===== src/rtl/rx_unstuff_shift_pkg.sv =====
// -----------------------------------------------------------------------------
// rx_unstuff_shift_pkg
// Shared constants and types for the USB receive bit-unstuffing path.
//   STUFF_LEN  : run of consecutive 1s after which a stuffed 0 must follow
//   BYTE_W     : width of each assembled output byte
//   CNT_W      : width of the ones-run counter (must hold 0..STUFF_LEN)
//   IDX_W      : width of the bit position counter inside a byte
//   state_t    : receive FSM states
// -----------------------------------------------------------------------------
package rx_unstuff_shift_pkg;

    localparam int STUFF_LEN = 6;
    localparam int BYTE_W    = 8;
    localparam int CNT_W     = $clog2(STUFF_LEN + 1);
    localparam int IDX_W     = $clog2(BYTE_W);

    // Counter value that marks the stuff position, and the value just before it
    localparam logic [CNT_W-1:0] CNT_LIMIT = CNT_W'(STUFF_LEN);
    localparam logic [CNT_W-1:0] CNT_PRE   = CNT_W'(STUFF_LEN - 1);

    // Bit index of the final bit of a byte
    localparam logic [IDX_W-1:0] LAST_IDX  = IDX_W'(BYTE_W - 1);

    // IDLE  : nothing received since reset/clear/eop
    // SHIFT : accepting data bits
    // STUFF : a full run of 1s was seen, the next strobe is the stuff position
    // ERR   : a stuffing violation happened, data is still assembled
    typedef enum logic [1:0] {
        IDLE  = 2'd0,
        SHIFT = 2'd1,
        STUFF = 2'd2,
        ERR   = 2'd3
    } state_t;

endpackage


===== src/rtl/rx_unstuff_shift_if.sv =====
// -----------------------------------------------------------------------------
// rx_unstuff_shift_if
// Bundles the bit-stream inputs and the byte/flag outputs of the unstuffer.
//   d_orig        : decoded bit from the NRZI decoder
//   shift_enable  : one-cycle strobe, d_orig carries a new bit
//   clear         : start-of-packet clear of all state including errors
//   eop           : end-of-packet, flushes bit state, keeps errors
//   rx_byte       : last completed byte, held until the next byte_ready
//   byte_ready    : one-cycle pulse, rx_byte newly valid
//   stuff_bit     : one-cycle pulse, the last strobed bit was a stuffed 0
//   stuff_err     : sticky stuffing violation flag
//   align_err     : one-cycle pulse, packet ended with a partial byte
// master = decoder side driving the stream, slave = the unstuffer.
// -----------------------------------------------------------------------------
interface rx_unstuff_shift_if;
    import rx_unstuff_shift_pkg::*;

    logic              d_orig;
    logic              shift_enable;
    logic              clear;
    logic              eop;
    logic [BYTE_W-1:0] rx_byte;
    logic              byte_ready;
    logic              stuff_bit;
    logic              stuff_err;
    logic              align_err;

    modport master (
        output d_orig, shift_enable, clear, eop,
        input  rx_byte, byte_ready, stuff_bit, stuff_err, align_err
    );

    modport slave (
        input  d_orig, shift_enable, clear, eop,
        output rx_byte, byte_ready, stuff_bit, stuff_err, align_err
    );

endinterface


===== src/rtl/rx_unstuff_shift_stuff_counter.sv =====
// -----------------------------------------------------------------------------
// stuff_counter
// Counts consecutive 1s on accepted data bits, saturating at LIMIT.
//   clk, rst   : clock and async active-high reset
//   i_clear    : synchronous clear to zero (wins over counting)
//   i_enable   : an accepted data bit is present this cycle
//   i_bit      : the data bit value
//   o_count    : current run length of 1s
//   o_terminal : run length has reached LIMIT
// -----------------------------------------------------------------------------
module stuff_counter
    import rx_unstuff_shift_pkg::*;
#(
    parameter int             W     = CNT_W,
    parameter logic [W-1:0]   LIMIT = CNT_LIMIT
) (
    input  logic         clk,
    input  logic         rst,
    input  logic         i_clear,
    input  logic         i_enable,
    input  logic         i_bit,
    output logic [W-1:0] o_count,
    output logic         o_terminal
);

    logic [W-1:0] r_count;

    // A 0 restarts the run; a 1 extends it but never beyond LIMIT
    always_ff @(posedge clk or posedge rst) begin
        if (rst) begin
            r_count <= '0;
        end else if (i_clear) begin
            r_count <= '0;
        end else if (i_enable) begin
            if (!i_bit) begin
                r_count <= '0;
            end else if (r_count != LIMIT) begin
                r_count <= r_count + 1'b1;
            end
        end
    end

    assign o_count    = r_count;
    assign o_terminal = (r_count == LIMIT);

endmodule


===== src/rtl/rx_unstuff_shift.sv =====
// -----------------------------------------------------------------------------
// rx_unstuff_shift
// Removes USB stuff bits from the decoded receive stream and assembles the
// remaining data bits LSB-first into bytes.
//   clk  : system clock
//   rst  : async active-high reset
//   bus  : slave side of rx_unstuff_shift_if (bit stream in, bytes/flags out)
// All outputs are registered; byte_ready/stuff_bit/align_err appear the cycle
// after the strobe (or eop) that caused them.
// -----------------------------------------------------------------------------
module rx_unstuff_shift
    import rx_unstuff_shift_pkg::*;
(
    input  logic              clk,
    input  logic              rst,
    rx_unstuff_shift_if.slave bus
);

    state_t            r_state;
    state_t            w_nextState;

    logic [BYTE_W-1:0] r_shreg;
    logic [BYTE_W-1:0] r_rxByte;
    logic [BYTE_W-1:0] w_shifted;
    logic [IDX_W-1:0]  r_bitIdx;

    logic              r_byteReady;
    logic              r_stuffBit;
    logic              r_stuffErr;
    logic              r_alignErr;

    logic [CNT_W-1:0]  w_onesCnt;
    logic              w_terminal;
    logic              w_flush;
    logic              w_dataBit;
    logic              w_stuffOk;
    logic              w_stuffViol;
    logic              w_cntClear;

    // clear and eop both end the current packet; any strobe with them is ignored
    assign w_flush   = bus.clear | bus.eop;
    assign w_shifted = {bus.d_orig, r_shreg[BYTE_W-1:1]};

    // The ones run restarts on packet boundaries and on every stuff position
    assign w_cntClear = w_flush | w_stuffOk | w_stuffViol;

    stuff_counter #(
        .W     (CNT_W),
        .LIMIT (CNT_LIMIT)
    ) u_stuff_counter (
        .clk        (clk),
        .rst        (rst),
        .i_clear    (w_cntClear),
        .i_enable   (w_dataBit),
        .i_bit      (bus.d_orig),
        .o_count    (w_onesCnt),
        .o_terminal (w_terminal)
    );

    // FSM state register
    always_ff @(posedge clk or posedge rst) begin
        if (rst) begin
            r_state <= IDLE;
        end else begin
            r_state <= w_nextState;
        end
    end

    // Next state and per-strobe classification. The transition into STUFF is
    // decided on the strobe that completes the run, so the following strobe is
    // already known to be the stuff position. The counter's terminal flag is
    // also required there so a state/counter disagreement never discards data.
    always_comb begin
        w_nextState = r_state;
        w_dataBit   = 1'b0;
        w_stuffOk   = 1'b0;
        w_stuffViol = 1'b0;

        if (w_flush) begin
            w_nextState = IDLE;
        end else if (bus.shift_enable) begin
            case (r_state)
                IDLE, SHIFT, ERR: begin
                    w_dataBit = 1'b1;
                    if (bus.d_orig && (w_onesCnt == CNT_PRE)) begin
                        w_nextState = STUFF;
                    end else if (r_state == IDLE) begin
                        w_nextState = SHIFT;
                    end
                end
                STUFF: begin
                    if (!w_terminal) begin
                        w_dataBit   = 1'b1;
                        w_nextState = SHIFT;
                    end else if (bus.d_orig) begin
                        w_stuffViol = 1'b1;
                        w_nextState = ERR;
                    end else begin
                        w_stuffOk   = 1'b1;
                        w_nextState = SHIFT;
                    end
                end
                default: begin
                    w_nextState = IDLE;
                end
            endcase
        end
    end

    // Shift register, byte assembly and flag registers. Pulses default low
    // each cycle. eop reports a partial byte; clear additionally drops the
    // sticky error and never reports alignment.
    always_ff @(posedge clk or posedge rst) begin
        if (rst) begin
            r_shreg     <= '0;
            r_rxByte    <= '0;
            r_bitIdx    <= '0;
            r_byteReady <= 1'b0;
            r_stuffBit  <= 1'b0;
            r_stuffErr  <= 1'b0;
            r_alignErr  <= 1'b0;
        end else begin
            r_byteReady <= 1'b0;
            r_stuffBit  <= 1'b0;
            r_alignErr  <= 1'b0;

            if (bus.clear) begin
                r_shreg    <= '0;
                r_bitIdx   <= '0;
                r_stuffErr <= 1'b0;
            end else if (bus.eop) begin
                r_shreg    <= '0;
                r_bitIdx   <= '0;
                r_alignErr <= (r_bitIdx != '0);
            end else begin
                if (w_dataBit) begin
                    r_shreg <= w_shifted;
                    if (r_bitIdx == LAST_IDX) begin
                        r_bitIdx    <= '0;
                        r_rxByte    <= w_shifted;
                        r_byteReady <= 1'b1;
                    end else begin
                        r_bitIdx <= r_bitIdx + 1'b1;
                    end
                end
                if (w_stuffOk) begin
                    r_stuffBit <= 1'b1;
                end
                if (w_stuffViol) begin
                    r_stuffErr <= 1'b1;
                end
            end
        end
    end

    assign bus.rx_byte    = r_rxByte;
    assign bus.byte_ready = r_byteReady;
    assign bus.stuff_bit  = r_stuffBit;
    assign bus.stuff_err  = r_stuffErr;
    assign bus.align_err  = r_alignErr;

endmodule


===== src/flat_wrapper.sv =====
// flat-port wrapper written by rule: the top's interface ports become plain ports
module rx_unstuff_shift_flat import rx_unstuff_shift_pkg::*;
  (clk, rst, bus_d_orig, bus_shift_enable, bus_clear, bus_eop, bus_rx_byte, bus_byte_ready, bus_stuff_bit, bus_stuff_err, bus_align_err);
  rx_unstuff_shift_if bus_i ();
  input  logic clk;
  input  logic rst;
  input wire logic [$bits(bus_i.d_orig)-1:0] bus_d_orig;
  input wire logic [$bits(bus_i.shift_enable)-1:0] bus_shift_enable;
  input wire logic [$bits(bus_i.clear)-1:0] bus_clear;
  input wire logic [$bits(bus_i.eop)-1:0] bus_eop;
  output wire logic [$bits(bus_i.rx_byte)-1:0] bus_rx_byte;
  output wire logic [$bits(bus_i.byte_ready)-1:0] bus_byte_ready;
  output wire logic [$bits(bus_i.stuff_bit)-1:0] bus_stuff_bit;
  output wire logic [$bits(bus_i.stuff_err)-1:0] bus_stuff_err;
  output wire logic [$bits(bus_i.align_err)-1:0] bus_align_err;
  assign bus_i.d_orig = bus_d_orig;
  assign bus_i.shift_enable = bus_shift_enable;
  assign bus_i.clear = bus_clear;
  assign bus_i.eop = bus_eop;
  assign bus_rx_byte = bus_i.rx_byte;
  assign bus_byte_ready = bus_i.byte_ready;
  assign bus_stuff_bit = bus_i.stuff_bit;
  assign bus_stuff_err = bus_i.stuff_err;
  assign bus_align_err = bus_i.align_err;
  rx_unstuff_shift u_core (.clk(clk), .rst(rst), .bus(bus_i));
endmodule

===== config.mk =====
export PLATFORM = sky130hd
export DESIGN_NAME = rx_unstuff_shift_flat
export DESIGN_NICKNAME = d
export VERILOG_FILES = /design/src/rtl/rx_unstuff_shift_pkg.sv /design/src/rtl/rx_unstuff_shift_if.sv /design/src/rtl/rx_unstuff_shift_stuff_counter.sv /design/src/rtl/rx_unstuff_shift.sv /design/src/flat_wrapper.sv
export SDC_FILE = /design/constraint.sdc
export NUM_CORES = 1
export LEC_CHECK = 0
export CAP_MARGIN = 15
export CORE_MARGIN = 3
export CORE_UTILIZATION = 45
export CTS_BUF_LIST = sky130_fd_sc_hd__clkbuf_8
export CTS_CLUSTER_DIAMETER = 50
export DETAILED_ROUTE_END_ITERATION = 12
export PLACE_DENSITY_LB_ADDON = 0.12
export SLEW_MARGIN = 10
export SYNTH_ARGS = -nofsm -noshare
export SYNTH_HDL_FRONTEND = slang
export SYNTH_SLANG_ARGS = --single-unit

===== constraint.sdc =====
create_clock -name clk -period 2.8 [get_ports clk]
set_clock_uncertainty 0.1 [all_clocks]
set_input_delay 0.42 -clock clk [delete_from_list [all_inputs] [get_ports clk]]
set_output_delay 0.42 -clock clk [all_outputs]
set_load 0.005 [all_outputs]

Word-level counts from Yosys, hierarchy flattened
Cells that the tools add are included.
{"block": "classes", "reduce_logical": 12, "mux": 44, "eq_ne": 10, "bitwise": 5, "add_sub_neg": 2}
{"op": "2-to-1 mux 1 bit", "n": 25}
{"op": "2-to-1 mux 3 bit", "n": 8}
{"op": "2-to-1 mux 8 bit", "n": 3}
{"op": "2-to-1 mux 2 bit", "n": 6}
{"op": "== test 3 bit, second input constant", "n": 3}
{"op": "adder 3 x 1 -> 3 bit, second input constant", "n": 2}
{"op": "AND reduction 2 bit", "n": 3}
{"op": "nonzero test 2 bit", "n": 3}
{"op": "nonzero test 3 bit", "n": 2}
{"op": "== test 2 bit, second input constant", "n": 2}
{"op": "!= test 4 x 1 -> 1 bit, second input constant", "n": 1}
{"op": "one-hot mux 2 bit (2 select lines)", "n": 1}
{"op": "AND reduction 4 bit", "n": 1}
{"op": "!= test 3 x 1 -> 1 bit, second input constant", "n": 1}
{"op": "!= test 3 bit, second input constant", "n": 1}
{"op": "bitwise OR 1 bit", "n": 3}
{"op": "OR reduction 3 bit", "n": 1}
{"op": "== test 2 x 1 -> 1 bit, second input constant", "n": 1}
{"op": "zero test 2 bit", "n": 1}
{"op": "!= test 2 bit, second input constant", "n": 1}
{"op": "NOT 1 bit", "n": 2}
{"op": "one-hot mux 1 bit (2 select lines)", "n": 1}
{"op": "logical AND 1 bit", "n": 1}
{"block": "totals", "in_bits": 6, "ff_bits": 28}

Depth between registers and ports, before layout
{"block": "depth", "ltp_word": 9, "mapped_depth": 6, "depth_no_buf": 6}

By module
From an unflattened synthesis, not the netlist that was laid out.
{"block": "hier_totals", "cells_unflattened": 106, "hier_area_um2": 1242.4}
{"mod": "rx_unstuff_shift", "cells_per_inst": 86, "instances": 1, "area_each_um2": 1056.0}
{"mod": "stuff_counter", "cells_per_inst": 20, "instances": 1, "area_each_um2": 186.4}

Worst setup path after synthesis
No wires, ideal clock.
{"block": "synth_timing", "kind": "register to register", "start": "reg u_core.u_stuff_counter.r_count[0] (netlist: u_core.u_stuff_counter.o_count[0])", "end": "reg u_core.r_rxByte[7] (netlist: u_core.bus.rx_byte[7])", "path_slack_ns": 1.060, "stages_incl_launch_ff": 7, "arrival_ns": 1.515, "period_less_slack_ns": 1.740, "required_ns": 2.575, "path_cell_list": "dfrtp_1 > inv_1 > ha_1 > nand4b_1 > and2_4 > nand2_4 > mux2_4"}
{"block": "synth_via", "elab_chain_len": 6}
{"item": "start, declared", "line_no": "rx_unstuff_shift_stuff_counter.sv:26", "source": "logic [W-1:0] r_count;"}
{"item": "start signal, assigned", "line_no": "rx_unstuff_shift_stuff_counter.sv:38", "source": "r_count <= r_count + 1'b1;"}
{"item": "== test 3 bit", "line_no": "rx_unstuff_shift_stuff_counter.sv:44", "source": "assign o_terminal = (r_count == LIMIT);"}
{"item": "2-to-1 mux 1 bit", "line_no": "rx_unstuff_shift.sv:92", "source": "if (!w_terminal) begin"}
{"item": "one-hot mux 1 bit (2 select lines)", "line_no": "rx_unstuff_shift.sv:82", "source": "case (r_state)"}
{"item": "2-to-1 mux 1 bit", "line_no": "rx_unstuff_shift.sv:81", "source": "end else if (bus.shift_enable) begin"}
{"item": "2-to-1 mux 1 bit", "line_no": "rx_unstuff_shift.sv:79", "source": "if (w_flush) begin"}
{"item": "AND reduction 4 bit (no source line)"}
{"item": "end signal, assigned", "line_no": "rx_unstuff_shift.sv:140", "source": "r_rxByte <= w_shifted;"}
{"item": "end, declared", "line_no": "rx_unstuff_shift.sv:23", "source": "logic [BYTE_W-1:0] r_rxByte;"}
Every way passes these cells.
A chain may end at the register's enable or synchronous reset.

Worst setup path after layout
{"block": "layout_timing", "start": "in bus_shift_enable", "end": "reg u_core.r_rxByte[1] (netlist: u_core.bus.rx_byte[1])"}
{"block": "layout_via", "elab_chain_len": 3}
{"item": "start, declared", "line_no": "flat_wrapper.sv:8", "source": "input wire logic [$bits(bus_i.shift_enable)-1:0] bus_shift_enable;"}
{"item": "2-to-1 mux 1 bit", "line_no": "rx_unstuff_shift.sv:81"}
{"item": "2-to-1 mux 1 bit", "line_no": "rx_unstuff_shift.sv:79"}
{"item": "AND reduction 4 bit (no source line)"}
Every way passes these cells.

==> key figures <==
Place
  • DP HPWL: 1500 um
  • Port buffer count: 17
  • RD Place Congestion: 0.817
  • DP Cell Count: 145
  • DP Area: 1450 um2

Clock network
  • CTS Hold Bufs: 0
  • TritonCTS clock tree: done
  • Num CTS Buffers: 3
  • Clock root buffer: clkbuf_8
  • Post-CTS Setup Bufs: 0
  • Clock slew at reported path FFs: 90 ps
  • H-tree depth: 1
  • Cts repair resizes: 0
  • Max clock buf depth: 2
  • Clock latency on the worst-skew pair: 270 ps
  • Clock sink total: 27

Synth
  • Post-synth top area cell: dfrtp_1
  • Netlist cell types: 30
  • Synth top area cells: dfrtp_1 (54%), mux2_4 (9.6%), a22o_1 (7.0%)
  • Synth Register Bits: 27
  • Syn nets: 113
  • Synth async-reset ratio: 100%
  • Post-Syn Area: 1260 um2
  • Avg Synthesized Cell Area: 12.5 um2
  • Top-count cell post-synth: dfrtp_1
  • Synth top area share: 53.7%
  • Commonest cells post-synth: dfrtp_1 (27), a22o_1 (10), inv_1 (8), mux2_4 (8), nand2_1 (8)
  • Register area share after synthesis: 53.7%
  • Top_reg_cell synth: dfrtp_1
  • Yosys warns: 0
  • Gate Count Post-Synth: 101
  • Post-synth EDFFs: 0

Layout
  • Final Non-Filler Cells: 149
  • Final net count: 132
  • Layout cells sized above 1: 14.3%
  • Final Cell Area: 1500 um2
  • Ant diodes: 0
  • Syn-to-layout area delta: 19.0%

Timing
  • FMAX: 482 MHz
  • Final worst-path cycle share: 74.1%
  • Setup_tns: 0 ps
  • Period minus WS final: 2070 ps
  • RSZ-0062 raised after global routing: false
  • Slew Viols, Final: 0
  • Slew headroom: 70.0%
  • Final hold vios: 0
  • Final setup viols: 0
  • WHS: 392 ps
  • Worst Tran Pin Value: 448 ps

Global routing
  • Initial antenna violation count: 0
  • Largest net degree at the start of global routing: 28
  • First-pass GRT wire length: 3530 um
  • Total track usage: 13.5%
  • GRT overflow: 0
  • Vias in the first global route: 767

Die
  • Die height: 58.9 um
  • Chip width: 58.9 um
  • Die area: 3460 um2
  • FP Rows: 18
  • Initial Util: 49.0%
  • IO Count: 18
  • Core area: 2570 um2

Critical path
  • CP Data Required Time: 2860 ps
  • Arrival @ worst endpoint: 2130 ps
  • Crit path max fanout: 12
  • Worst r2r src: u_core.u_stuff_counter.o_count[0]$_DFFE_PP0P_
  • CP startpoint: bus_shift_enable
  • WS Path Type: input pin to register
  • Startpoint types: input pin
  • Crit. End Element: register

Status
  • Status: finished, final reports clean

Route
  • Routed vias/inst: 5.46
  • ANT nets after route: 0
  • Via count: 814
  • Drc violations: 0
  • Final WL: 2090 um
  • Wire per inst: 14.0 um
  • Starting DRT DRC Count: 12
  • 1st-pass router iterations: 4

Power and ir drop
  • Max VDD drop: 0.372 mV
  • Power per standard cell area: 439 nW/um2
  • Switch Pwr: 0.148 mW
  • Sequential cell fraction of total power: 60.1%
  • Clock power frac: 33.7%
  • Internal power: 0.510 mW
  • Switching Fraction: 22.5%
  • Combinational power share: 6.2%
  • Static leakage: 0.744 nW

Flow run
  • Max Cap Violations: 0

Worst hold path
  • Worst Hold Class: input pin to asynchronous set/reset pin
[power groups by stage]
stage | logic, mW | registers [mW] | clock network, mW
after global routing | 0.0457 | 0.396 | 0.243
after global placement | 0.0403 | 0.403 | 0
after detailed placement | 0.0412 | 0.403 | 0
after floorplan | 0.0266 | 0.402 | 0
after CTS | 0.0415 | 0.395 | 0.229
final | 0.0406 | 0.395 | 0.221
[path summary, 6_finish.rpt]
check                                                     to  slack (ps)  depth (start not counted)
max                        u_core.bus.rx_byte[1]$_DFFE_PP0P_         730                          5
min in group clk           u_core.bus.rx_byte[0]$_DFFE_PP0P_         410                          1
max in group asynchronous      u_core.r_shreg[1]$_DFFE_PP0P_        1950                          3
max reg2reg                u_core.bus.rx_byte[1]$_DFFE_PP0P_         780                          6
min reg2reg                u_core.bus.rx_byte[0]$_DFFE_PP0P_         410                          1
min                        u_core.bus.rx_byte[5]$_DFFE_PP0P_         390                          3
[per-stage QoR]
step	utilization, %	power [mW]	setup WS, ps
4_1_cts	58.3	0.666	722
3_5_place_dp	56.4	0.444	431
6_report	58.3	0.658	726
3_3_place_gp	56.4	0.443	478
5_1_grt	58.3	0.685	634
2_1_floorplan	-	0.429	1060
[critical path, stage by stage]
cell	delay [ps]
clkdlybuf4s50_1	650
nor3b_4	320
and2_4	280
nand2_4	140
mux2_4	320
[registers in the layout, summed over array words and instances (netlist names)]
name                            cells
u_core.bus.rx_byte                  8
u_core.r_shreg                      7
u_core.r_bitIdx                     3
u_core.u_stuff_counter.o_count      3
u_core.r_state                      2
u_core.bus.align_err                1
u_core.bus.byte_ready               1
u_core.bus.stuff_bit                1
u_core.bus.stuff_err                1
[metal layers]
metal  global-route usage, %  vias to the layer above  part of all wire (%)
met5                       0                        -                     0
met4                    3.88                        0                   1.1
met3                    4.82                        5                   4.8
met2                    19.1                       17                    43
met1                    19.4                      393                    51
li1                        -                      399                     -
[cells in the final DEF, fill, tap and decap left out, drive strengths merged]
cell type / synthesis / layout
a2111oi: 1 / 1
a211oi: 1 / 1
a21boi: 1 / 1
a21o: 1 / 1
a21oi: 3 / 3
a22o: 10 / 10
a31oi: 1 / 1
a32o: 2 / 2
and2: 1 / 1
and3: 1 / 1
and4b: 1 / 1
buf: 2 / 1
clkbuf: 2 / 3
clkdlybuf4s50: 0 / 17
clkinvlp: 0 / 1
dfrtp: 27 / 27
ha: 6 / 6
inv: 8 / 8
mux2: 8 / 8
nand2: 9 / 9
nand2b: 1 / 1
nand3: 3 / 3
nand4: 1 / 1
nand4b: 2 / 2
nor2: 4 / 4
nor3: 1 / 1
nor3b: 1 / 1
o21a: 1 / 1
o21ai: 2 / 2
[area by class of cell]
cell class | count | area, um2
clock buffers | 3 | 41.3
clock inverters | 1 | 7.51
fillers | 224 | 1070
inverters | 8 | 30.0
multi-input cells | 62 | 527
flip-flops and latches | 27 | 676
well taps | 30 | 37.5
repair buffers | 18 | 178
[cells by family (layout without fill, tap and decap cells)]
family	count (synthesis)	in the layout	share of synthesized area [%]
AOI/OAI and AO/OA	23	23	14.4
adders and majority gates	6	6	5.97
buffers and inverters	12	30	4.38
DFF	27	27	53.7
muxes	8	8	9.55
and+or+nand+nor	25	25	11.9
Note: power is estimated with default switching activity, not from simulation.
